[config.mk]
export PLATFORM = sky130hd
export DESIGN_NAME = cop_gcd_lcm_ctrl
export DESIGN_NICKNAME = d
export VERILOG_FILES = /design/src/rtl/cop_gcd_lcm_ctrl.sv
export SDC_FILE = /design/constraint.sdc
export NUM_CORES = 1
export LEC_CHECK = 0
export CORE_MARGIN = 2
export CORE_UTILIZATION = 35
export CTS_BUF_LIST = sky130_fd_sc_hd__clkbuf_16
export DETAILED_ROUTE_END_ITERATION = 8
export PLACE_DENSITY = 0.52
export SLEW_MARGIN = 10
export SYNTH_ARGS = -nofsm -noshare
export SYNTH_HDL_FRONTEND = slang
export SYNTH_SLANG_ARGS = --single-unit
export TNS_END_PERCENT = 5
[constraint.sdc]
create_clock -name clk -period 11.2 [get_ports clk]
set_input_delay 1.12 -clock clk [delete_from_list [all_inputs] [get_ports clk]]
set_output_delay 1.12 -clock clk [all_outputs]
set_load 0.03 [all_outputs]
[src/rtl/cop_gcd_lcm_ctrl.sv]
// GCD/LCM coprocessor sequencer: subtractive Euclid GCD, then an exact
// repeated-subtraction divide and a shift-add multiply for LCM.
// The result is returned in a packed, registered status word.
module cop_gcd_lcm_ctrl #(
  parameter int unsigned W = 8
) (
  input  logic        clk,
  input  logic        reset,
  input  logic        Start,
  input  logic [31:0] WDFinal,
  output logic [31:0] AnsData
);

  localparam int unsigned PW = 2 * W;
  localparam int unsigned CW = $clog2(W);

  // The AnsData bit packing only works for 8-bit operands.
  if (W != 8) begin : g_bad_width
    $error("cop_gcd_lcm_ctrl: W must be 8");
  end

  typedef enum logic [2:0] {
    S_IDLE,
    S_GCD,
    S_DIV,
    S_MUL,
    S_DONE
  } state_t;

  state_t         state;
  logic           start_q;
  logic           opq;
  logic [W-1:0]   a_orig;
  logic [W-1:0]   b_orig;
  logic [W-1:0]   a;
  logic [W-1:0]   b;
  logic [W-1:0]   g;
  logic [W-1:0]   rem;
  logic [W-1:0]   q;
  logic [W-1:0]   mplier;
  logic [PW-1:0]  mcand;
  logic [PW-1:0]  prod;
  logic [CW-1:0]  cnt;

  logic           accept_c;
  logic [PW-1:0]  prod_nxt_c;
  logic           unused_cmd_bits;

  // The upper command bits carry no meaning for this engine.
  assign unused_cmd_bits = ^WDFinal[31:17];

  // New command: rising Start edge while idle or holding a result.
  assign accept_c = Start && !start_q && ((state == S_IDLE) || (state == S_DONE));

  // One shift-add step of the multiplier.
  assign prod_nxt_c = prod + (mplier[0] ? mcand : PW'(0));

  // Sequencer, datapath and registered status word.
  always_ff @(posedge clk or posedge reset) begin
    if (reset) begin
      state   <= S_IDLE;
      start_q <= 1'b0;
      opq     <= 1'b0;
      a_orig  <= '0;
      b_orig  <= '0;
      a       <= '0;
      b       <= '0;
      g       <= '0;
      rem     <= '0;
      q       <= '0;
      mplier  <= '0;
      mcand   <= '0;
      prod    <= '0;
      cnt     <= '0;
      AnsData <= '0;
    end else begin
      start_q <= Start;
      case (state)
        S_IDLE, S_DONE: begin
          if (accept_c) begin
            a_orig  <= WDFinal[W-1:0];
            b_orig  <= WDFinal[2*W-1:W];
            a       <= WDFinal[W-1:0];
            b       <= WDFinal[2*W-1:W];
            opq     <= WDFinal[16];
            AnsData <= 32'h0000_0200;
            state   <= S_GCD;
          end
        end
        S_GCD: begin
          if ((a == '0) || (b == '0)) begin
            // Zero operand: report error, both results zero.
            AnsData <= 32'h0000_0500;
            state   <= S_DONE;
          end else if (a > b) begin
            a <= a - b;
          end else if (b > a) begin
            b <= b - a;
          end else begin
            g <= a;
            if (opq) begin
              rem   <= a_orig;
              q     <= '0;
              state <= S_DIV;
            end else begin
              AnsData <= {16'h0000, 5'b00000, 1'b0, 1'b0, 1'b1, a};
              state   <= S_DONE;
            end
          end
        end
        S_DIV: begin
          // Exact divide a_orig / g; the last step is when rem equals g.
          rem <= rem - g;
          q   <= q + W'(1);
          if (rem == g) begin
            mplier <= q + W'(1);
            mcand  <= PW'(b_orig);
            prod   <= '0;
            cnt    <= '0;
            state  <= S_MUL;
          end
        end
        S_MUL: begin
          prod   <= prod_nxt_c;
          mcand  <= mcand << 1;
          mplier <= mplier >> 1;
          cnt    <= cnt + CW'(1);
          if (cnt == CW'(W - 1)) begin
            AnsData <= {prod_nxt_c, 5'b00000, 1'b0, 1'b0, 1'b1, g};
            state   <= S_DONE;
          end
        end
        default: state <= S_IDLE;
      endcase
    end
  end

endmodule

==> metrics.csv <==
metric,value,unit
floorplan.die.width,151,µm
synth.ff_latch_count,131,
die-area,22900,µm²
gp_congestion,0.878,
post_synth_inst_count,737,
placed_cells_incl_taps,1030,
report.power.total,2.95,mW
slew_at_the_pin_closest_to_its_max_slew_limit,1.21,ns
crit_path_start_kind,flip-flop,
whs,0.471,ns
biggestRegsByFlops,"AnsData: 27 flops, mcand: 16 flops, prod: 16 flops",
final_util,0.419,
cts_tree,yes,
worst_ep_arrival_time,3.88,ns
rsz0062_at_grt,false,
place_hpwl,13.1,mm
cts.hold.buffers_added,0,
final_cells,1062,
grt_overflow_total,0,
cts_resized,0,
irDropWorstVdd,0.166,mV
timing.clock.skew,0.00896,ns
timing.final.max_slew_violations,0,
cts_max_path_buffers,2,
async_reset_ff_frac,1.00,
coreArea,21200,µm²
proportion_of_synthesized_chip_area_in_sequential_cells,0.431,
post_synthesis_area_per_instance,10.3,µm²
drc,0,
placement.setup.worst_slack,7.61,ns
ios,67,
final.fill_count,2034,
via_count_of_the_first_global_routing_pass,5776,
largest_register_ffs,27,
std_cell_rows,53,
p_per_area,333,nW/µm²
layout-area-overhead-vs-synth,16.6,%
min-delay-path-class,reg -> reg,
critical_path.endpoint_type,flip-flop,
hold_viol,0,
die_h,151,µm
tns,0,ns
clkSlewWorstSetupHoldPaths,0.06,ns
maxCapViolCount,0,
largest-register,AnsData,
final.min_clock_period,3.59,ns
post-cts-setup-buffer-count,0,
postRouteAntennaNets,0,
antennaDiodeCount,0,
drive_above_1_share,0.113,
fin_nets,854,
numCtsBuffers,17,
outcome,"complete, no violations",
post_drt_wl_per_cell,17.3,µm
antenna_found_initial,0,
finalWorstSetupSlack,7.61,ns
start_util,0.359,
detail_route.vias_per_cell,5.32,
postSynth.topFlopCell,dfrtp_1,
first_iter_violations,328,
ys_types,65,
netlist_area,7600,µm²
clock.fmax,279,MHz
via_count,5648,
number_of_warnings_printed_during_yosys_synthesis,0,
timing.max_slew.rel_slack,0.193,
setup_viol,0,
placedInstanceArea,8270,µm²
worst-endpoint-required,11.50,ns
postRouteWirelength,18.3,mm
grt_max_degree,72,
io_buffers,46,
path_max_fanout,28,
clockRootBuffer,clkbuf_16,
leakage,4.09,nW
clk_latency,0.42,ns
post-route-cell-area,8870,µm²
sink_count,131,
drtPass1Iterations,5,
grt_pass1_wl,30.0,mm
fin_crit_sh,0.320,
critical_path_class,reg -> reg,
cts-htree-levels,4,
synth-edff-count,0,
grt_use_total,0.170,
==> placed cells by master, fill, tap and decap left out, types with 5 or more instances in the layout <==
cell | netlist | layout
conb_1 | 1 | 5
and3_1 | 7 | 7
nand2b_1 | 9 | 9
nor3_1 | 22 | 22
ha_1 | 41 | 41
o31ai_1 | 6 | 6
mux2_4 | 18 | 18
xor2_1 | 12 | 12
o21bai_1 | 5 | 5
clkbuf_16 | 0 | 17
nor3b_1 | 5 | 5
a21oi_1 | 33 | 33
mux2i_1 | 23 | 23
o21a_1 | 10 | 10
a211oi_1 | 13 | 13
nor2_1 | 52 | 52
o21ai_0 | 32 | 31
dfrtp_1 | 131 | 131
o22ai_1 | 16 | 16
clkinvlp_4 | 0 | 5
mux2_1 | 15 | 15
nand2_1 | 45 | 45
mux2_2 | 19 | 19
nor2b_1 | 12 | 12
xnor2_1 | 7 | 7
buf_4 | 5 | 5
clkdlybuf4s50_1 | 0 | 46
and2_1 | 18 | 18
nand3_1 | 12 | 12
a21o_1 | 25 | 25
a22o_1 | 13 | 13
inv_1 | 34 | 34
==> synth_stat cells (5+ instances only) <==
library cell | count | area [µm²]
o21bai_1 | 5 | 37.5
nor2_1 | 52 | 195
nor3_1 | 22 | 110
xnor2_1 | 7 | 61.3
mux2_2 | 19 | 214
o31ai_1 | 6 | 45.0
o21a_1 | 10 | 75.1
and3_1 | 7 | 43.8
nor2b_1 | 12 | 75.1
mux2_1 | 15 | 169
o21ai_0 | 32 | 160
buf_4 | 5 | 37.5
o22ai_1 | 16 | 100
a22o_1 | 13 | 114
nand2_1 | 45 | 169
a211oi_1 | 13 | 97.6
clkbuf_1 | 20 | 75.1
dfrtp_1 | 131 | 3280
buf_2 | 7 | 35.0
a21o_1 | 25 | 188
and2_1 | 18 | 113
a21oi_1 | 33 | 165
mux2_4 | 18 | 270
xor2_1 | 12 | 105
mux2i_1 | 23 | 230
nand3_1 | 12 | 60.1
ha_1 | 41 | 513
nor3b_1 | 5 | 37.5
inv_1 | 34 | 128
nand2b_1 | 9 | 56.3
==> final timing paths <==
check / startpoint / endpoint / slack [ns] / cells after the start
worst min-delay path: cnt[0] / cnt[0] / 0.47 / 1
max in group asynchronous: reset / g[1] / 8.69 / 3
worst max-delay path: b[0] / AnsData[24] / 7.61 / 9
worst max register to register: b[0] / AnsData[24] / 7.61 / 9
worst min register to register: cnt[0] / cnt[0] / 0.47 / 1
min in group asynchronous: reset / AnsData[22] / 1.16 / 2
==> cell type report <==
type | instances | area (µm²) | area share
clock inverter | 15 | 166 | 0.0188
inverter | 35 | 136 | 0.0154
timing repair buffer | 51 | 498 | 0.0562
clock buffer | 17 | 425 | 0.0480
tap | 275 | 344 | 0.0388
multi-input combinational | 538 | 4020 | 0.453
sequential | 131 | 3280 | 0.370
==> metal layers <==
layer / share of wire / track usage
met5: 0 / 0
met4: 0.016 / 0.0528
met3: 0.029 / 0.0367
met2: 0.48 / 0.289
met1: 0.47 / 0.216
==> cells by family (layout without fill, tap and decap cells) <==
logic type                 after synthesis  after routing  share of synthesized area
DFF                                    131            131                      0.431
adders and majority gates               45             45                     0.0780
AOI/OAI and AO/OA                      186            186                      0.169
muxes                                   75             75                      0.116
and+or+nand+nor                        208            208                      0.141
buffers and inverters                   72            118                     0.0431
xor gates and xnor gates                19             19                     0.0219
other                                    1              5                   0.000493
==> worst max-delay path, cell delays in order, from the launching register on <==
cell	delay (ns)
dfrtp_1	0.38
inv_1	0.07
ha_1	0.22
fa_1	0.40
nand2b_1	0.21
a211oi_1	0.39
nor2_1	0.16
a211oi_2	0.39
a2111o_2	0.84
mux2_1	0.39
==> report_power, final <==
group,internal [mW],switching (mW),leakage [nW],total (mW)
combinational,0.682,0.888,2.16,1.57
clock,0.347,0.216,0.278,0.563
sequential,0.665,0.155,1.65,0.820
total,1.69,1.26,4.09,2.95
Note: power is estimated with default switching activity, not from simulation.
